===== config.mk =====
export PLATFORM = sky130hd
export DESIGN_NAME = fetch_stage
export DESIGN_NICKNAME = d
export VERILOG_FILES = /design/src/rtl/fetch_pkg.sv /design/src/rtl/fetch_hold_buf.sv /design/src/rtl/fetch_stage.sv
export SDC_FILE = /design/constraint.sdc
export NUM_CORES = 1
export LEC_CHECK = 0
export ABC_AREA = 1
export BUFFER_PORTS_ARGS = -buffer_cell sky130_fd_sc_hd__buf_2
export CAP_MARGIN = 5
export CORE_MARGIN = 4
export CORE_UTILIZATION = 45
export DETAILED_ROUTE_END_ITERATION = 8
export PLACE_DENSITY = 0.83
export SLEW_MARGIN = 20
export SYNTH_ARGS = -nofsm -noshare
export SYNTH_HDL_FRONTEND = slang
export SYNTH_SLANG_ARGS = --single-unit

===== constraint.sdc =====
create_clock -name clk -period 4.02 [get_ports clk]
set_input_delay 0.201 -clock clk [delete_from_list [all_inputs] [get_ports clk]]
set_output_delay 0.201 -clock clk [all_outputs]
set_load 0.03 [all_outputs]

===== src/rtl/fetch_pkg.sv =====
// Shared types and constants for the instruction fetch stage.
package fetch_pkg;

  typedef enum logic [1:0] {
    BOOT,
    RUN,
    HOLD
  } state_t;

  localparam logic [31:0] NOP_INST         = 32'h0000_0013;
  localparam logic [31:0] DEFAULT_RESET_PC = 32'h0000_0000;

endpackage


===== src/rtl/fetch_hold_buf.sv =====
// Skid register that keeps a returned instruction word while the decoder is not accepting.
module fetch_hold_buf
  import fetch_pkg::*;
#(
  parameter logic [31:0] NOP_INST = fetch_pkg::NOP_INST
) (
  input  logic        clk,
  input  logic        rst_n,
  input  logic        capture,
  input  logic        clear,
  input  logic [31:0] data,
  output logic [31:0] hold_inst,
  output logic        hold_valid
);

  // NOTE: sequential state uses non-blocking (<=) so every flop samples pre-edge values.
  always_ff @(posedge clk or negedge rst_n) begin
    if (!rst_n) begin
      hold_inst  <= NOP_INST;
      hold_valid <= 1'b0;
    end else if (clear) begin
      hold_valid <= 1'b0;
    end else if (capture) begin
      hold_inst  <= data;
      hold_valid <= 1'b1;
    end
  end

endmodule


===== src/rtl/fetch_stage.sv =====
// Instruction fetch stage: issues PCs to a synchronous-read imem, handles decoder
// back-pressure with a skid register, and squashes wrong-path words on redirects.
module fetch_stage
  import fetch_pkg::*;
#(
  parameter logic [31:0] RESET_PC = fetch_pkg::DEFAULT_RESET_PC,
  parameter logic [31:0] NOP_INST = fetch_pkg::NOP_INST
) (
  input  logic        clk,
  input  logic        rst_n,
  output logic [31:0] imem_addr,
  output logic        imem_req,
  input  logic [31:0] imem_rdata,
  input  logic        br_taken,
  input  logic [31:0] br_target,
  input  logic        trap_taken,
  input  logic [31:0] trap_target,
  input  logic        stall_flag,
  input  logic        ds_allowin,
  output logic        fs_to_ds_valid,
  output logic [31:0] pc_out,
  output logic [31:0] inst_out
);

  state_t      state, next_state;
  logic [31:0] pc_f, pc_d;
  logic        d_valid;
  logic [31:0] hold_inst;
  logic        hold_valid;

  logic        adv, redirect;
  logic [31:0] target;

  assign adv      = ds_allowin & ~stall_flag;
  assign redirect = trap_taken | br_taken;
  assign target   = trap_taken ? trap_target : br_target;

  always_ff @(posedge clk or negedge rst_n) begin
    if (!rst_n) state <= BOOT;
    else        state <= next_state;
  end

  // NOTE: every combinational output gets a default first, so no path can infer a latch.
  always_comb begin
    next_state = state;
    if (redirect) begin
      next_state = RUN;
    end else begin
      case (state)
        BOOT:    next_state = RUN;
        RUN:     if (!adv) next_state = HOLD;
        HOLD:    if (adv)  next_state = RUN;
        default: next_state = BOOT;
      endcase
    end
  end

  // BOOT behaves like an advance: the RESET_PC word is already in flight.
  always_ff @(posedge clk or negedge rst_n) begin
    if (!rst_n) begin
      pc_f    <= RESET_PC;
      pc_d    <= 32'h0;
      d_valid <= 1'b0;
    end else if (redirect) begin
      pc_d    <= target;
      pc_f    <= target + 32'd4;
      d_valid <= 1'b1;
    end else if (state == BOOT || adv) begin
      pc_d    <= pc_f;
      pc_f    <= pc_f + 32'd4;
      d_valid <= 1'b1;
    end
  end

  fetch_hold_buf #(
    .NOP_INST (NOP_INST)
  ) u_hold_buf (
    .clk        (clk),
    .rst_n      (rst_n),
    .capture    (state == RUN && !adv && !redirect),
    .clear      (redirect || (state == HOLD && adv)),
    .data       (imem_rdata),
    .hold_inst  (hold_inst),
    .hold_valid (hold_valid)
  );

  // Requests track reset directly so the BOOT cycle already reads RESET_PC.
  always_comb begin
    imem_req       = rst_n;
    imem_addr      = redirect ? target : pc_f;
    pc_out         = pc_d;
    fs_to_ds_valid = d_valid & ~redirect;
    inst_out       = NOP_INST;
    if (!redirect) begin
      if (hold_valid)   inst_out = hold_inst;
      else if (d_valid) inst_out = imem_rdata;
    end
  end

endmodule


==> results of run 1 <==
synth_stat cells, drive strengths merged:
library cell,instances
nand2,283
nor2,107
dfrtp,97
inv,79
nand3,58
mux2,33
a22oi,29
buf,29
o21ai,20
clkbuf,11
a21oi,10
o211ai,6
nand4,5
o21bai,5
o221ai,4
dfstp,3
o21a,3
nor3,2
xor2,2
a31oi,1
clkinv,1
ha,1
nand3b,1
nor3b,1
o22ai,1
o31ai,1
or2,1
logic make-up (layout without fill, tap and decap cells):
logic type | after synthesis | count (layout) | share of synthesized area [%]
AND/OR/NAND/NOR | 458 | 458 | 33.58
buffers and inverters | 120 | 301 | 9.325
flip-flops | 100 | 100 | 41.60
AO/OA/AOI/OAI | 80 | 80 | 8.827
multiplexers | 33 | 33 | 6.168
XOR/XNOR | 2 | 2 | 0.2908
adder cells (fa/ha/maj) | 1 | 1 | 0.2077
other | 0 | 3 | 0
worst max-delay path by stage:
stage	startpoint	endpoint	slack, ps
after global placement	trap_taken	pc_f[22]$_DFFE_PN0P_	1470
after detailed placement	trap_taken	pc_f[22]$_DFFE_PN0P_	1390
after floorplan	trap_taken	pc_f[22]$_DFFE_PN0P_	1880
final	state[0]$_DFFE_PN0P_	pc_f[24]$_DFFE_PN0P_	1580
after global routing	u_hold_buf.hold_valid$_DFFE_PN0P_	inst_out[30]	1410
after CTS	u_hold_buf.hold_valid$_DFFE_PN0P_	inst_out[31]	1280
flip-flops by register name (all words and copies together) (netlist names):
register	cells
pc_out	32
d_valid	1
u_hold_buf.hold_valid	1
state	2
u_hold_buf.hold_inst	32
pc_f	32
worst max-delay path, stage by stage, from the launching register on:
cell      delay (ps)
dfrtp_1          420
o21ai_1          710
nor2_4            50
inv_2            600
nand2_1          260
o21bai_1         230
nand3_1           70
layout make-up:
cell class	count	area [sq um]
antenna	3	7.507
multi-input combinational	574	2964
fill	1272	5828
clock inverter	6	62.56
timing repair buffer	205	1046
sequential	100	2507
tap	176	220.2
inverter	80	315.3
clock buffer	10	239.0
per-stage QoR:
step | std cells | power [mW] | area [sq um]
floorplan | 794 | 1.896 | 6025
CTS | 1151 | 3.061 | 7353
detailed placement | 1134 | 2.177 | 7042
finish | 1154 | 3.047 | 7362
global placement | 1134 | 2.152 | 7042
global route | 1151 | 3.210 | 7355
power by group through the flow:
| stage | Combinational, mW | Sequential (mW) | Clock (mW) |
|---|---|---|---|
| floorplan | 0.537 | 1.36 | 0 |
| global placement | 0.868 | 1.28 | 0 |
| detailed placement | 0.884 | 1.29 | 0 |
| CTS | 0.888 | 1.27 | 0.898 |
| global route | 0.970 | 1.30 | 0.944 |
| finish | 0.883 | 1.28 | 0.888 |
layer usage:
metal	global-route usage (%)	routed length, um	part of all wire (%)
met5	0	0	0
met4	9.965	420	2.4
met3	3.678	1263	7.3
met2	35.89	8340	48
met1	30.18	7235	42
==> run metrics, run 1 <==
final global-route overflow total 0; Comb pwr share 29.0%; largest net degree at the start of global routing 75; CTS tree done; syn_area_per_cell about 7.6 sq um; first-pass GRT wire length 27.28 mm; vias in the first global route approximately 5.6k; Area contributors post-synth dfrtp_1, nand2_1, mux2_2, nor2_1, nand3_1; CP max FO 45; Worst slew margin 39.74%; VDD IR max approximately 0.00019 V; Area Growth Syn to Fin 22.20%; final WL 17.26 mm; Ys Warns 0; post-layout min period roughly 2400 ps; P_sw 1.113 mW; Die X-Extent ~120 um; Die Ht ~120 um; crit end category flip-flop; Core Box Area 0.01319 sq mm; vias between 5k and 6k; share of post-route cells with drive strength above 1 32.51%; Crit Path Category flip-flop to flip-flop; Cell Rows 42; post-cts hold buffer count 1; Hold Path Cell Cnt 2; Seq/Total Area, Yosys 41.60%; mapped cell area 0.006025 sq mm; total negative slack 0 ps; worst r2r path cells 6; fin crit share 60.65%; Leakage 3.932 nW; clock power share 29.1%; FF+latch count, synth 100; Seq pwr share approximately two fifths; Fin Hold WS about 95 ps; most frequent cells in the layout nand2_1, buf_2, dfrtp_1; post-route antenna net violation count 0; root buffer cell clkbuf_16; Post-Syn Nets 897; Slew Viols, Final 0; Worst Hold End u_hold_buf.hold_inst[30]$_DFFE_PN0P_; Distinct cells, synth 47; H-tree levels 3; Place WS around 1400 ps; switching share of power a little over a third; Resized cells post-CTS 0; final setup fails 0; 1st-pass router iterations 7; CTS Sinks 100; IO Pins 200; cell taking the most area after synthesis dfrtp_1; Slew @ Worst Pin between 800 and 900 ps; initial antenna violation count 0; HPWL after detailed placement around 12 mm; residual DRC count 0; r2r setup slk roughly 1600 ps; DR WL/cell 14.96 um; Setup WS post-layout roughly 1600 ps; die area 0.01530 sq mm; Clk pin slew, worst setup/hold paths around 80 ps; final-stage net count about 1.1k; Final Util 55.81%; Final GP Congestion 0.8885; Clock Skew 6.363 ps; hold path startpoint imem_rdata[30]; Fmax just over 0.4 GHz; unrepaired setup endpoints after global routing false; Via density 5.185; Yosys top cell area share about two fifths; CTS max path bufs 2; Initial Utilization 45.67%; CP Launch Type flip-flop; P per Cell Area 413.9 mW/mm^2; Max Cap Viol 0; Hold Fails Final Rpt 0; r2r startpoint state[0]$_DFFE_PN0P_; PortBufs 199; outcome completed; FF-to-FF End pc_f[24]$_DFFE_PN0P_; Post-CTS Setup Bufs 0; Critical Path RT 4300 ps; clk_lat worst skew about 350 ps; Initial DRC Count 450; Mapped Cells 794; TritonCTS buffer count 9; worst hold path class primary input to flip-flop; commonest non-fill, non-tap cell in the layout nand2_1; crit path DAT 2720 ps; P_int between 1.5 and 2 mW; total track usage about 22%
(Power assumes the default switching activity.)
==> run 2: changes to the inputs <==
- PLACE_DENSITY: 0.83 -> 0.86
- clock period: 4.02 -> 2.1 ns (I/O delays scaled with it)
==> run 2 against run 1 <==
  * Combinational power up 99%
  * Die area did not move
  * Final cell count rose by 1.5%
  * Sequential share of layout area shrank 0.86 points
  * Non-clock buffer count rose by 19
  * First-iteration DRC count rose by 15%
  * Maximum frequency grew 33%
  * Clock power up 96%
  * Largest cell class unchanged
==> run metrics, run 2 (synthesized netlist as in run 1, its figures left out) <==
fin crit share 87.45%; vias in the first global route 5738; Cell Rows 42; initial antenna violation count 0; Top delay family on crit path simple AND/OR/NAND/NOR gates; Max Cap Viol 0; CP Launch Type flip-flop; crit end category flip-flop; CTS max path bufs 2; VDD IR max 0.0003849 V; post-layout min period 1837 ps; post-route antenna net violation count 0; total track usage between 20% and 30%; Clk pin slew, worst setup/hold paths 80 ps; Area Growth Syn to Fin 25.32%; Slew @ Worst Pin 574.3 ps; HPWL after detailed placement 13.13 mm; final WL 17.76 mm; CP Cell Sequence inv_1 -> nand2_1 -> nand2_1 -> inv_1 -> ha_1 -> inv_1 -> nor2_1 -> nand2_2 -> nor2_4 -> nand3_2 -> o21bai_1 -> nand3_1; Clock Skew roughly 9 ps; final setup fails 0; Final GP Congestion 0.9745; clk_lat worst skew between 300 and 400 ps; slowest cell on the critical path dfrtp_1; worst hold path class primary input to flip-flop; Core Box Area around 0.013 sq mm; Slew Viols, Final 0; largest net degree at the start of global routing 61; outcome completed; Die Ht between 100 and 150 um; crit path DAT 2060 ps; Largest stage delay, worst path 330 ps; share of post-route cells with drive strength above 1 33.50%; final global-route overflow total 0; Tot Pwr 5.930 mW; Die X-Extent between 100 and 150 um; Crit path top cell by count inv_1; Worst slew margin 61.31%; WP buf/inv 3; 1st-pass router iterations 5; PortBufs 199; most frequent cells in the layout nand2_1, buf_2, dfrtp_1; final-stage net count approximately 1.1k; Via density ~5.2; CTS Sinks 100; total negative slack 0 ps; first-pass GRT wire length around 28 mm; Final Util 57.24%; Hold Fails Final Rpt 0; CP max FO 6; Initial Utilization 45.67%; TritonCTS buffer count 9; DR WL/cell 15.17 um; Crit Path Category flip-flop to flip-flop; H-tree levels 3; Leakage 4.032 nW; vias 6049; P per Cell Area 785.5 mW/mm^2; CTS tree done; residual DRC count 0; IO Pins 200; Fmax 0.5445 GHz; root buffer cell clkbuf_16; commonest non-fill, non-tap cell in the layout nand2_1; die area 0.01530 sq mm; unrepaired setup endpoints after global routing false; Critical Path RT 2320 ps; Initial DRC Count slightly above 500
==> run 2: cell count changes in the layout (fill, tap and decap cells not counted) <==
cell           before  now
buf_4               6   20
inv_6               1    2
inv_8               5    1
dfrtp_1            96   97
dlygate4sd3_1       1    3
buf_12              0    3
diode_2             3    1
clkinvlp_4          0    2
dfrtp_2             1    0
bufinv_16           0    1
==> run 2: worst paths after layout <==
check	endpoint	depth (start not counted)	start	slack, ps
worst max-delay path	pc_f[22]$_DFFE_PN0P_	12	pc_f[3]$_DFFE_PN0P_	260
max in group asynchronous	pc_out[27]$_DFFE_PN0P_	3	rst_n	1060
worst max register to register	pc_f[22]$_DFFE_PN0P_	12	pc_f[3]$_DFFE_PN0P_	260
min in group asynchronous	u_hold_buf.hold_inst[17]$_DFFE_PN0P_	2	rst_n	310
worst min-delay path	u_hold_buf.hold_inst[21]$_DFFE_PN0P_	2	imem_rdata[21]	6
worst min register to register	pc_out[10]$_DFFE_PN0P_	2	pc_out[10]$_DFFE_PN0P_	480
==> run 2: timing repair <==
action,CTS,global route
hold buffers,3,0
buffers inserted,0,0
gates resized for setup,0,0
hold endpoints to repair,39,0
==> run 2: routing by layer <==
| metal | wire [um] | global-route usage [%] |
|---|---|---|
| met5 | 0 | 0 |
| met4 | 567 | 8.581 |
| met3 | 1247 | 4.450 |
| met2 | 8608 | 37.92 |
| met1 | 7334 | 29.56 |
==> run 2: through the flow <==
stage | hold slack [ps] | instances | cell area [sq um] | setup slack (ps)
after floorplan | -190.6 | 794 | 6025 | 51.73
after global placement | 130.6 | 1151 | 7207 | 138.8
after detailed placement | 137.1 | 1151 | 7207 | 61.32
after CTS | 1.235 | 1170 | 7547 | 256.3
after global routing | 5.989 | 1170 | 7547 | 88.04
final | 5.710 | 1171 | 7550 | 263.5
==> run 2: power breakdown <==
part / internal, mW / switching, mW / total (mW) / leakage [nW]
sequential: 2.26 / 0.170 / 2.43 / 1.18
combinational: 0.607 / 1.15 / 1.76 / 2.71
clock: 0.966 / 0.773 / 1.74 / 0.145
==> run 2: final cells by class <==
type	count	area [sq um]
clock inverters	6	71.32
fillers	1239	5640
well taps	176	220.2
diodes	1	2.502
repair buffers	224	1231
multi-input cells	574	2964
inverters	80	315.3
clock buffers	10	239.0
flip-flops and latches	100	2506
